File: src/rtl/imem_loader_pkg.sv
// Shared definitions for the instruction-memory loader: FSM state codes, frame field widths, default header.
// Latency: n/a (package). Backpressure: n/a.
// IMEM_LOADER_CHECKSUM_EN enables the CHK state in the loader.
package imem_loader_pkg;

    localparam int STATE_W   = 3;
    localparam int BYTE_W    = 8;
    localparam int CNT_W     = 16;
    localparam int WORD_W    = 32;
    localparam int ADDR_STEP = 4;

    localparam logic [BYTE_W-1:0] DEF_HDR_BYTE = 8'hA5;

    localparam logic [STATE_W-1:0] ST_IDLE   = 3'd0;
    localparam logic [STATE_W-1:0] ST_CNT_HI = 3'd1;
    localparam logic [STATE_W-1:0] ST_CNT_LO = 3'd2;
    localparam logic [STATE_W-1:0] ST_DATA   = 3'd3;
    localparam logic [STATE_W-1:0] ST_WRITE  = 3'd4;
    localparam logic [STATE_W-1:0] ST_DONE   = 3'd5;
    localparam logic [STATE_W-1:0] ST_ERR    = 3'd6;
    localparam logic [STATE_W-1:0] ST_CHK    = 3'd7;

    // Byte address of the next instruction word (PC-compatible stride).
    function automatic logic [WORD_W-1:0] next_addr(input logic [WORD_W-1:0] a);
        return a + WORD_W'(ADDR_STEP);
    endfunction

endpackage

File: src/rtl/imem_loader_asm.sv
// Big-endian word assembler: shifts bytes into a 32-bit word, flags the 4th byte combinationally.
// Latency: word/word_done valid in the same cycle as the 4th byte. Backpressure: none, follows byte_en.
module imem_loader_asm
    import imem_loader_pkg::*;
(
    input  logic              clk,
    input  logic              rst,
    input  logic              clr,
    input  logic              byte_en,
    input  logic [BYTE_W-1:0] byte_in,
    output logic [WORD_W-1:0] word,
    output logic              word_done
);

    logic [WORD_W-BYTE_W-1:0] acc;
    logic [1:0]               idx;

    // The completing byte is appended live so the caller can latch the full word on the same edge.
    assign word      = {acc, byte_in};
    assign word_done = byte_en && (idx == 2'd3);

    always_ff @(posedge clk) begin
        if (rst || clr) begin
            acc <= '0;
            idx <= '0;
        end else if (byte_en) begin
            acc <= {acc[WORD_W-2*BYTE_W-1:0], byte_in};
            idx <= idx + 2'd1;
        end
    end

endmodule

File: src/rtl/imem_loader.sv
// Frame loader: HDR, 16-bit word count, big-endian words -> IMEM writes; IMEM_LOADER_CHECKSUM_EN adds XOR trailer.
// Latency: one WRITE cycle after the 4th byte of each word. Backpressure: in_ready low in WRITE and ERR.
module imem_loader
    import imem_loader_pkg::*;
#(
    parameter int unsigned       IM_DEPTH = 256,
    parameter logic [BYTE_W-1:0] HDR_BYTE = DEF_HDR_BYTE
) (
    input  logic              clk,
    input  logic              rst,
    input  logic [BYTE_W-1:0] in_data,
    input  logic              in_valid,
    output logic              in_ready,
    output logic              im_we,
    output logic [WORD_W-1:0] im_addr,
    output logic [WORD_W-1:0] im_wdata,
    output logic              cpu_hold,
    output logic              done,
    output logic              error
);

`ifdef IMEM_LOADER_CHECKSUM_EN
    localparam logic [STATE_W-1:0] ST_AFTER_DATA = ST_CHK;
`else
    localparam logic [STATE_W-1:0] ST_AFTER_DATA = ST_DONE;
`endif

    logic [STATE_W-1:0] state;
    logic [BYTE_W-1:0]  cnt_hi;
    logic [CNT_W-1:0]   words_left;
    logic [CNT_W-1:0]   cnt_full;
    logic [WORD_W-1:0]  addr;
    logic [WORD_W-1:0]  wdata;
    logic [WORD_W-1:0]  asm_word;
    logic               asm_done;
    logic               accept;
    logic               start;
    logic               byte_en;
`ifdef IMEM_LOADER_CHECKSUM_EN
    logic [BYTE_W-1:0]  chk_x;
`endif

    assign accept   = in_valid && in_ready;
    assign start    = accept && (in_data == HDR_BYTE) && ((state == ST_IDLE) || (state == ST_DONE));
    assign byte_en  = accept && (state == ST_DATA);
    assign cnt_full = {cnt_hi, in_data};

    imem_loader_asm u_asm (
        .clk       (clk),
        .rst       (rst),
        .clr       (start),
        .byte_en   (byte_en),
        .byte_in   (in_data),
        .word      (asm_word),
        .word_done (asm_done)
    );

    always_ff @(posedge clk) begin
        if (rst) begin
            state      <= ST_IDLE;
            cnt_hi     <= '0;
            words_left <= '0;
            addr       <= '0;
            wdata      <= '0;
`ifdef IMEM_LOADER_CHECKSUM_EN
            chk_x      <= '0;
`endif
        end else begin
            case (state)
                ST_IDLE, ST_DONE: begin
                    if (start) begin
                        state <= ST_CNT_HI;
                        addr  <= '0;
`ifdef IMEM_LOADER_CHECKSUM_EN
                        chk_x <= '0;
`endif
                    end
                end
                ST_CNT_HI: begin
                    if (accept) begin
                        cnt_hi <= in_data;
                        state  <= ST_CNT_LO;
                    end
                end
                ST_CNT_LO: begin
                    if (accept) begin
                        words_left <= cnt_full;
                        // Oversized frames are rejected before any word can land past IM_DEPTH.
                        if (cnt_full == '0)
                            state <= ST_DONE;
                        else if (WORD_W'(cnt_full) > IM_DEPTH)
                            state <= ST_ERR;
                        else
                            state <= ST_DATA;
                    end
                end
                ST_DATA: begin
                    if (accept) begin
`ifdef IMEM_LOADER_CHECKSUM_EN
                        chk_x <= chk_x ^ in_data;
`endif
                        if (asm_done) begin
                            wdata <= asm_word;
                            state <= ST_WRITE;
                        end
                    end
                end
                ST_WRITE: begin
                    addr       <= next_addr(addr);
                    words_left <= words_left - CNT_W'(1);
                    state      <= (words_left == CNT_W'(1)) ? ST_AFTER_DATA : ST_DATA;
                end
`ifdef IMEM_LOADER_CHECKSUM_EN
                ST_CHK: begin
                    if (accept)
                        state <= (in_data == chk_x) ? ST_DONE : ST_ERR;
                end
`endif
                default: state <= state;
            endcase
        end
    end

    // im_we is masked by rst so a write pending in the reset cycle never reaches memory.
    assign in_ready = (state != ST_WRITE) && (state != ST_ERR);
    assign im_we    = (state == ST_WRITE) && !rst;
    assign im_addr  = addr;
    assign im_wdata = wdata;
    assign cpu_hold = (state != ST_DONE);
    assign done     = (state == ST_DONE);
    assign error    = (state == ST_ERR);

endmodule

File: config.mk
export PLATFORM = sky130hd
export DESIGN_NAME = imem_loader
export DESIGN_NICKNAME = d
export VERILOG_FILES = /design/src/rtl/imem_loader_pkg.sv /design/src/rtl/imem_loader_asm.sv /design/src/rtl/imem_loader.sv
export SDC_FILE = /design/constraint.sdc
export NUM_CORES = 1
export LEC_CHECK = 0
export CORE_ASPECT_RATIO = 1.25
export CORE_MARGIN = 10
export CORE_UTILIZATION = 45
export CTS_CLUSTER_SIZE = 25
export DETAILED_ROUTE_END_ITERATION = 10
export PLACE_DENSITY = 0.69
export SLEW_MARGIN = 5
export SYNTH_ARGS = -nofsm -noshare
export SYNTH_HDL_FRONTEND = slang
export SYNTH_SLANG_ARGS = --single-unit
File: constraint.sdc
create_clock -name clk -period 2.3 [get_ports clk]
set_input_delay 0.46 -clock clk [delete_from_list [all_inputs] [get_ports clk]]
set_output_delay 0.46 -clock clk [all_outputs]
set_load 0.005 [all_outputs]
==> metrics list, run 1 <==
* Setup tns final: 0 ns
* Clock sinks: 115
* Relative contribution of the clock network to total power: 49.4%
- Slowest stage delay, CP: 0.45 ns
* Core Region: 11,030 sq um
* Number of placed cells counting well taps: 850
* Syn. warnings: 0
- 80 I/O pins were placed.
- The HPWL after detailed placement is 10,300 um.
* Maximum number of pins on one net before global-route repair: 51
* Wire length of the first global-routing pass: 23,670 um
* Adder and majority gate portion of the synthesized area: 0.9948%
- Crit path required time: 2.64 ns
* H-tree levels: 4
* Dominant register cell in the synthesized netlist: sky130_fd_sc_hd__dfxtp_1
- Run status: complete, no violations
* Kind of start point of the critical path: register
- In the final layout, the share of cells above drive strength 1 is 13.08%.
- Global placer's final weighted congestion: 0.8923
- The number of antenna violations at the first check in global routing is 0.
- The mapped netlist covers 5031 sq um.
- On the critical path, the stage with the largest delay is an instance of sky130_fd_sc_hd__or3_1.
* Area contributors post-synth: sky130_fd_sc_hd__dfxtp_1, sky130_fd_sc_hd__nand2_1, sky130_fd_sc_hd__a21oi_1
- Placed standard-cell area: 6182 sq um
* Initial core utilization: 45.62%
- Buffers inserted during clock tree synthesis total 17.
* Fin area: 6829 sq um
- Clock-pin slew reported for the worst setup and hold paths after clock tree synthesis: 0.06 ns
* Overall overflow remaining after global route: 0
- Sequential fraction of design power: 38.9%
* Post-Layout Cell Count: 884
- Met2 track utilization from global routing: 30.34%
* Post-synthesis cell type count: 54
- Ratio of routed vias to standard cells: 5.535
- A synthesized cell averages 7.973 sq um.
- For this run, the top clock speed supported by timing is 452.2 MHz.
* Net switching share of the total power: 26.04%
* Int Power: 0.004028 W
* Total wire length after detailed routing: 14,360 um
* Post-route minimum period: 2.211 ns
- In this run, the combinational gates consume 11.8% of the power.
- Number of failing hold endpoints at the final stage: 0
* Hold WC Path Type: register to register
- In the final routed layout, each cell accounts on average for 16.24 um.
* Crit Path Max Fanout: 15
- Quantity of I/O buffers inserted on ports: 77
- Number of synthesized register bits: 115
- Cells along the critical path: or3b_4 > buf_4 > buf_4 > or3_1 > or3_1 > a21oi_1
- Clk root buf: sky130_fd_sc_hd__clkbuf_16
- For this design the total switching power over the nets is 0.001419 W.
- Measured against its own limit, the worst slew margin works out to 48.65%.
- Measured along the x axis, the die boundary spans 114.6 um.
* FF+latch area: 2310 sq um
* Area fraction in compound gates after synthesis: 17.41%
* Final Net Count: 751
* Total setup violations reported at the end of the flow: 0
* Met1 Use GR: 21.39%
- The floorplan step defined a die boundary enclosing 15,840 sq um.
- In this run the remaining antenna-violating nets after routing total 0.
- Global Route met3 Usage: 4.286%
- Clock latency on the worst-skew pair, taken at its later pin, is 0.41 ns.
- Overall Global Routing Usage: 18.03%
- Data arrives at the worst endpoint at 2.56 ns.
- Worst vdd ir: 0.5199 mV
* Fraction of synthesized cell area taken by the top area cell type: 45.76%
* Maximum clock path buffer count: 2
* Vias in the first global route: 4,766
- Across all layers, the routed design uses 4,893 vias.
- Row Count: 43
- Main combinational cell family by area after synthesis: simple AND/OR/NAND/NOR gates
* Count of flip-flops with a built-in enable after synthesis: 0
* Critical Path End Type: register
- Library cell with the largest summed area after synthesis: sky130_fd_sc_hd__dfxtp_1
- The count of pins over their slew limit was 0.
- Before antenna repair, the detailed router went through 5 iterations.
- For this design the ratio of total power to cell area is 797.6 nW/um^2.
- Buffering stage count on the worst path with inverters included: 2
- Among all cell types in the netlist, the one instantiated most often is sky130_fd_sc_hd__nand2_1.
- TritonCTS built the clock tree.
- Final routed DRC violation total: 0
* Leakage component of the power: 2.362 nW
- After synthesis, the share of flip-flops with an asynchronous set or reset is 0%.
* Antenna diode count: 0
* Worst path top cell family by delay: simple AND/OR/NAND/NOR gates
* Post-Syn Instances: 631
- Number of buffers inserted for hold repair after clock tree synthesis: 0
- The tool flagged a number of max-cap violations equal to 0.
* Most used routing layer in global routing: met2
* Post-Synth XOR/XNOR Area: 1.045%
- Most used standard cells in the synthesized netlist: sky130_fd_sc_hd__nand2_1, sky130_fd_sc_hd__dfxtp_1, sky130_fd_sc_hd__a21oi_1
- After synthesis, flip-flops and latches occupy 45.76% of the total area.
- Violation count after the first detailed-route iteration: 315
* Part of the cycle the worst path needs: 96.14%
- Overall die height: 138.2 um
* Count of filler cells inserted in the layout: 985
- Multiplexer share of the synthesized area: 2.412%
- Critical path class: register to register
- Between clock sinks in the finished design, the worst skew comes to 0.008505 ns.
* Multi-input logic area: 2542 sq um
- Synth-to-layout area growth: 35.74%
* Fraction of the mapped netlist area in simple logic gates: 28.03%
- Worst Max-Slew Pin Slew: 0.7703 ns
final cells by class:
cell class | count | area share (%)
inverters | 16 | 0.8794
clock inverters | 14 | 2.620
flip-flops and latches | 115 | 33.82
well taps | 135 | 2.473
clock buffers | 18 | 6.284
multi-input cells | 464 | 37.23
repair buffers | 122 | 16.69
per-layer routing:
layer	up-vias	share of wire (%)
met5	-	0
li1	2434	-
met3	24	4.7
met2	122	51
met1	2313	42
met4	0	1.9
sequential cells by signal (all words and copies together), names as in the netlist:
| signal | cells |
|---|---|
| im_wdata | 32 |
| im_addr | 30 |
| u_asm.acc | 24 |
| words_left | 16 |
| cnt_hi | 8 |
| state | 3 |
| u_asm.idx | 2 |
through the flow:
stage	total power (W)	setup slack (ns)	util (%)	hold WS, ns
detailed placement	0.002774	-0.2378	56.05	0.4465
global placement	0.002768	-0.2148	56.05	0.4413
global route	0.005652	-0.001919	61.92	0.4738
CTS	0.005467	0.04768	61.76	0.4497
finish	0.005447	0.08874	61.92	0.4503
floorplan	0.002552	0.2898	-	0.4321
power by group through the flow:
stage                     logic (W)  clock network (W)  registers (W)
after global routing       0.000706            0.00282        0.00212
after global placement     0.000621                  0        0.00215
after floorplan            0.000422                  0        0.00213
after detailed placement   0.000624                  0        0.00215
final                      0.000640            0.00269        0.00212
after CTS                  0.000630            0.00273        0.00211
tightest hold or removal path: cells and delay by family, from the launching register on:
kind / cells / cell delay [ns]
DFF: 1 / 0.30
and+or+nand+nor: 1 / 0.05
AOI/OAI and AO/OA: 1 / 0.05
cells in the final DEF, fill, tap and decap left out, types with 4 or more instances in the layout:
| cell type | n |
|---|---|
| sky130_fd_sc_hd__o21ai_0 | 14 |
| sky130_fd_sc_hd__a31oi_1 | 6 |
| sky130_fd_sc_hd__clkinvlp_4 | 6 |
| sky130_fd_sc_hd__clkdlybuf4s50_1 | 75 |
| sky130_fd_sc_hd__mux2i_1 | 11 |
| sky130_fd_sc_hd__clkbuf_16 | 17 |
| sky130_fd_sc_hd__inv_1 | 16 |
| sky130_fd_sc_hd__nor4_1 | 6 |
| sky130_fd_sc_hd__buf_4 | 42 |
| sky130_fd_sc_hd__o211ai_1 | 10 |
| sky130_fd_sc_hd__nand2_1 | 151 |
| sky130_fd_sc_hd__nand4_1 | 12 |
| sky130_fd_sc_hd__a211oi_1 | 6 |
| sky130_fd_sc_hd__or3_1 | 11 |
| sky130_fd_sc_hd__or4_1 | 8 |
| sky130_fd_sc_hd__a21oi_1 | 89 |
| sky130_fd_sc_hd__nor2_1 | 40 |
| sky130_fd_sc_hd__or2_2 | 4 |
| sky130_fd_sc_hd__dfxtp_1 | 113 |
| sky130_fd_sc_hd__ha_1 | 4 |
| sky130_fd_sc_hd__nand3_1 | 24 |
| sky130_fd_sc_hd__nor3_1 | 10 |
timing repair:
item,in CTS,in global routing
setup buffers,1,1
gates resized for setup,7,3
setup endpoints to repair,3,6
cloned,0,0
logic make-up (layout without fill, tap and decap cells):
kind of cell               count (synthesis)  after routing
xor gates and xnor gates                   6              6
AOI/OAI and AO/OA                        149            149
muxes                                     12             12
and+or+nand+nor                          291            291
buffers and inverters                     53            170
DFF                                      115            115
adders and majority gates                  4              4
other                                      1              2
worst paths after layout:
check	startpoint	endpoint	slack (ns)	depth (start not counted)
hold / removal	im_wdata[17]	im_wdata[17]	0.45	2
setup / recovery	state[2]	im_addr[9]	0.09	6
setup reg to reg	state[2]	im_addr[9]	0.09	6
hold reg to reg	im_wdata[17]	im_wdata[17]	0.45	2
Note: power is estimated with default switching activity, not from simulation.
==> run 2, diff against run 1 <==
--- a/config.mk
+++ b/config.mk
@@ -10,7 +10,7 @@
 export CORE_UTILIZATION = 45
 export CTS_CLUSTER_SIZE = 25
 export DETAILED_ROUTE_END_ITERATION = 10
-export PLACE_DENSITY = 0.69
+export PLACE_DENSITY_LB_ADDON = 0.15
 export SLEW_MARGIN = 5
 export SYNTH_ARGS = -nofsm -noshare
 export SYNTH_HDL_FRONTEND = slang
==> run 2 against run 1 <==
Via count decreased by 0.49%. Worst setup slack got worse by 0.013 ns. Register-to-register slack improved by 0.17 ns. Die area unchanged. Combinational power decreased by 0.8%. Fmax decreased by 0.60%. Critical path type is now register to primary output. Core utilization decreased by 0.62 points. Final area decreased by 1.0%. Largest cell class unchanged. Non-clock buffer count decreased by 5. Global-route usage decreased by 0.50 points.
==> metrics list, run 2 (synthesis gave the netlist of run 1 again) <==
- Flip-flop count of the largest register, all copies and words added: 32 (unchanged)
* H-tree levels: 4 (unchanged)
- Total setup violations reported at the end of the flow: 0 (unchanged)
* Critical Path End Type: primary output (was register)
- The number of I/O pins was 80 (unchanged).
- Overall overflow remaining after global route: 0 (unchanged)
* Worst Hold Path Cells: 2 (unchanged)
- The sum of net half-perimeters after detailed placement came to 10,140 um (was 10,300 um).
* Crit Path Max Fanout: 11 (was 15)
- Critical path class: register to primary output (was register to register)
- The cell count after placement was 846 (was 850).
- Worst path top cell family by delay: buffers and inverters (was simple AND/OR/NAND/NOR gates)
- The number of antenna violations at the first check in global routing was 0 (unchanged).
* Routed wire per std cell: 15.82 um (was 16.24 um)
- Depth of the worst register-to-register path: 5 (was 6)
- Global placer's final weighted congestion: 0.9340 (was 0.8923)
- Synth-to-layout area growth: 34.37% (was 35.74%)
- The global-route layer with the greatest usage was met2 (unchanged).
* TritonRoute pass-1 iters: 4 (was 5)
* Row Count: 43 (unchanged)
- Setup repair after global routing could not meet its margin everywhere.
- Initial core utilization: 45.62% (unchanged)
- WP depth: 5 (was 6)
- Post-Layout Cell Count: 879 (was 884)
* Met1 Use GR: 19.42% (was 21.39%)
- The clock transition at the register clock pins on the worst setup and hold paths after CTS was 0.05 ns (was 0.06 ns).
- Number of failing hold endpoints at the final stage: 0 (unchanged)
- Maximum frequency from static timing analysis: 449.5 MHz (was 452.2 MHz)
- The reg-to-reg startpoint was im_addr[7] (was state[2]).
* Most frequent standard cell in the layout excluding fill and tap cells: sky130_fd_sc_hd__nand2_1 (unchanged)
- The total negative slack is 0 ns (unchanged).
- Die footprint: 15,840 sq um (unchanged)
- The slowest library cell on the worst path was sky130_fd_sc_hd__clkdlybuf4s50_1 (was sky130_fd_sc_hd__or3_1).
* Overall die height: 138.2 um (unchanged)
- Via count: 4,869 (was 4,893)
- Later-pin clock latency in the skew report: 0.41 ns (about the same)
- The part of the cycle the worst path needs is 96.72% (was 96.14%).
- Final Net Count: 746 (was 751)
- The source of the worst hold timing path is im_wdata[17] (unchanged).
* Share of layout cells above drive strength 1: 12.10% (was 13.08%)
* Arrival @ worst endpoint: 1.76 ns (was 2.56 ns)
* Crit path required time: 1.84 ns (was 2.64 ns)
* Violation count after the first detailed-route iteration: 275 (was 315)
* Int Power: 0.003975 W (was 0.004028 W)
- The via density per instance was 5.539 (was 5.535).
- The post-route DRC violation count is 0 (unchanged).
* Combinational Power Share: 12.0% (was 11.8%)
- The fraction of met2 tracks used by global routing is 30.34% (unchanged).
- The post-detailed-route count of antenna-violating nets was 0 (unchanged).
* Global Route met3 Usage: 6.277% (was 4.286%)
* Slowest stage delay, CP: 0.49 ns (was 0.45 ns)
- The sequential power share is 39.8% (was 38.9%).
- The total power per unit cell area is 781.5 nW/um^2 (was 797.6 nW/um^2).
- Hold WC Path Type: register to register (unchanged)
- The largest net degree at the start of global routing came to 53 (was 51).
- Worst slew margin relative to its limit: 51.04% (was 48.65%)
- The number of inserted diodes is 0 (unchanged).
- The library cell used as clock root buffer is sky130_fd_sc_hd__clkbuf_16 (unchanged).
- The kind of start point of the critical path is a register (unchanged).
- The worst hold slack was 0.4514 ns (was 0.4503 ns).
- Worst vdd ir: 0.6279 mV (was 0.5199 mV)
- The x dimension of the die was 114.6 um (unchanged).
- Cells along the critical path: buf_4 > nor2b_2 > nand2_1 > inv_1 > clkdlybuf4s50_1 (was or3b_4 > buf_4 > buf_4 > or3_1 > or3_1 > a21oi_1).
- Top library cells by usage in the layout, fill and taps aside: sky130_fd_sc_hd__nand2_1, sky130_fd_sc_hd__dfxtp_1, sky130_fd_sc_hd__a21oi_1, sky130_fd_sc_hd__clkdlybuf4s50_1, sky130_fd_sc_hd__nor2_1 (was sky130_fd_sc_hd__nand2_1, sky130_fd_sc_hd__dfxtp_1, sky130_fd_sc_hd__a21oi_1, sky130_fd_sc_hd__clkdlybuf4s50_1, sky130_fd_sc_hd__buf_4)
* Buffering stage count on the worst path with inverters included: 3 (was 2)
- The count of maximum capacitance violations is 0 (unchanged).
- The post-layout minimum cycle time is 2.225 ns (was 2.211 ns).
- Number of buffers inserted for hold repair after clock tree synthesis: 0 (unchanged)
- The first-pass GRT wire length is 23,000 um (was 23,670 um).
- The reported leakage power came to 2.359 nW (was 2.362 nW).
- Net switching share of the total power: 24.77% (was 26.04%)
- The clock tree from TritonCTS is built (unchanged).
- The count of pins over their slew limit came to 0 (unchanged).
- The setup slack of the most critical reg-to-reg path was 0.26 ns (was 0.09 ns).
* Quantity of I/O buffers inserted on ports: 77 (unchanged)
- Worst setup skew after layout: 0.006570 ns (was 0.008505 ns)
- The sink count of the clock tree is 115 (unchanged).
- Maximum clock path buffer count: 2 (unchanged)
- Run status: complete, no violations (unchanged).
- The combined global-route utilization of all metal layers is 17.52% (was 18.03%).
- The floorplan core area was 11,030 sq um (unchanged).
- The total routed wirelength is 13,910 um (was 14,360 um).
- Worst Max-Slew Pin Slew: 0.7345 ns (was 0.7703 ns)
- Vias in the first global route: 4,694 (was 4,766)
- The clock power share came to 48.1% (was 49.4%).
- The power spent charging and discharging nets is 0.001309 W (was 0.001419 W).
- Number of buffers created by CTS: 17 (unchanged)
* Launching element of the worst setup path: state[0] (was state[2])
[run 2: cell types whose count changed in the layout (fill, tap and decap cells not counted), sizes merged]
cell	before	now
clkbuf	18	22
buf	46	41
clkinvlp	6	1
dlymetal6s2s	0	1
dlygate4sd2	1	0
bufinv	3	2
inv	19	16
clkinv	2	7
[run 2: through the flow]
stage | instance area [sq um] | setup slack [ns] | util [%] | total power [W]
6_report | 6760 | 0.07543 | 61.29 | 0.005283
3_5_place_dp | 6152 | -0.2656 | 55.78 | 0.002762
2_1_floorplan | 5035 | 0.2898 | - | 0.002552
5_1_grt | 6760 | -0.03243 | 61.29 | 0.005505
4_1_cts | 6743 | 0.009747 | 61.13 | 0.005301
3_3_place_gp | 6152 | -0.2379 | 55.78 | 0.002753
[run 2: cell type report]
cell class | count | area [sq um]
fill | 998 | 4269
inverter | 16 | 60.06
tap | 135 | 168.9
clock buffer | 22 | 474.2
clock inverter | 10 | 106.4
sequential | 115 | 2302
timing repair buffer | 117 | 1106
multi-input combinational | 464 | 2542
[run 2: worst min-delay path, delay by kind of cell, from the launching register on]
family / cells / cell delay (ns)
AO/OA/AOI/OAI: 1 / 0.05
flip-flops: 1 / 0.30
AND/OR/NAND/NOR: 1 / 0.05
[run 2: final timing paths]
kind,end
max,done
min,im_wdata[17]
min reg2reg,im_wdata[17]
max reg2reg,im_addr[31]
[run 2: metal layers]
layer,part of all wire (%),vias up
met5,0,-
met4,1.3,0
met3,5.8,17
met2,53,117
met1,40,2315
li1,-,2420
[run 2: power groups by stage]
stage                     registers [W]  clock network [W]  logic (W)
after CTS                       0.00210            0.00257   0.000624
after global routing            0.00211            0.00269   0.000708
after floorplan                 0.00213                  0   0.000422
final                           0.00210            0.00254   0.000635
after detailed placement        0.00214                  0   0.000617
after global placement          0.00214                  0   0.000611
[run 2: what timing repair did]
action | in CTS | in global routing
pin swaps | 0 | 1
setup endpoints to repair | 2 | 4
gates cloned | 0 | 0
gates resized for setup | 3 | 3
setup buffers | 0 | 1
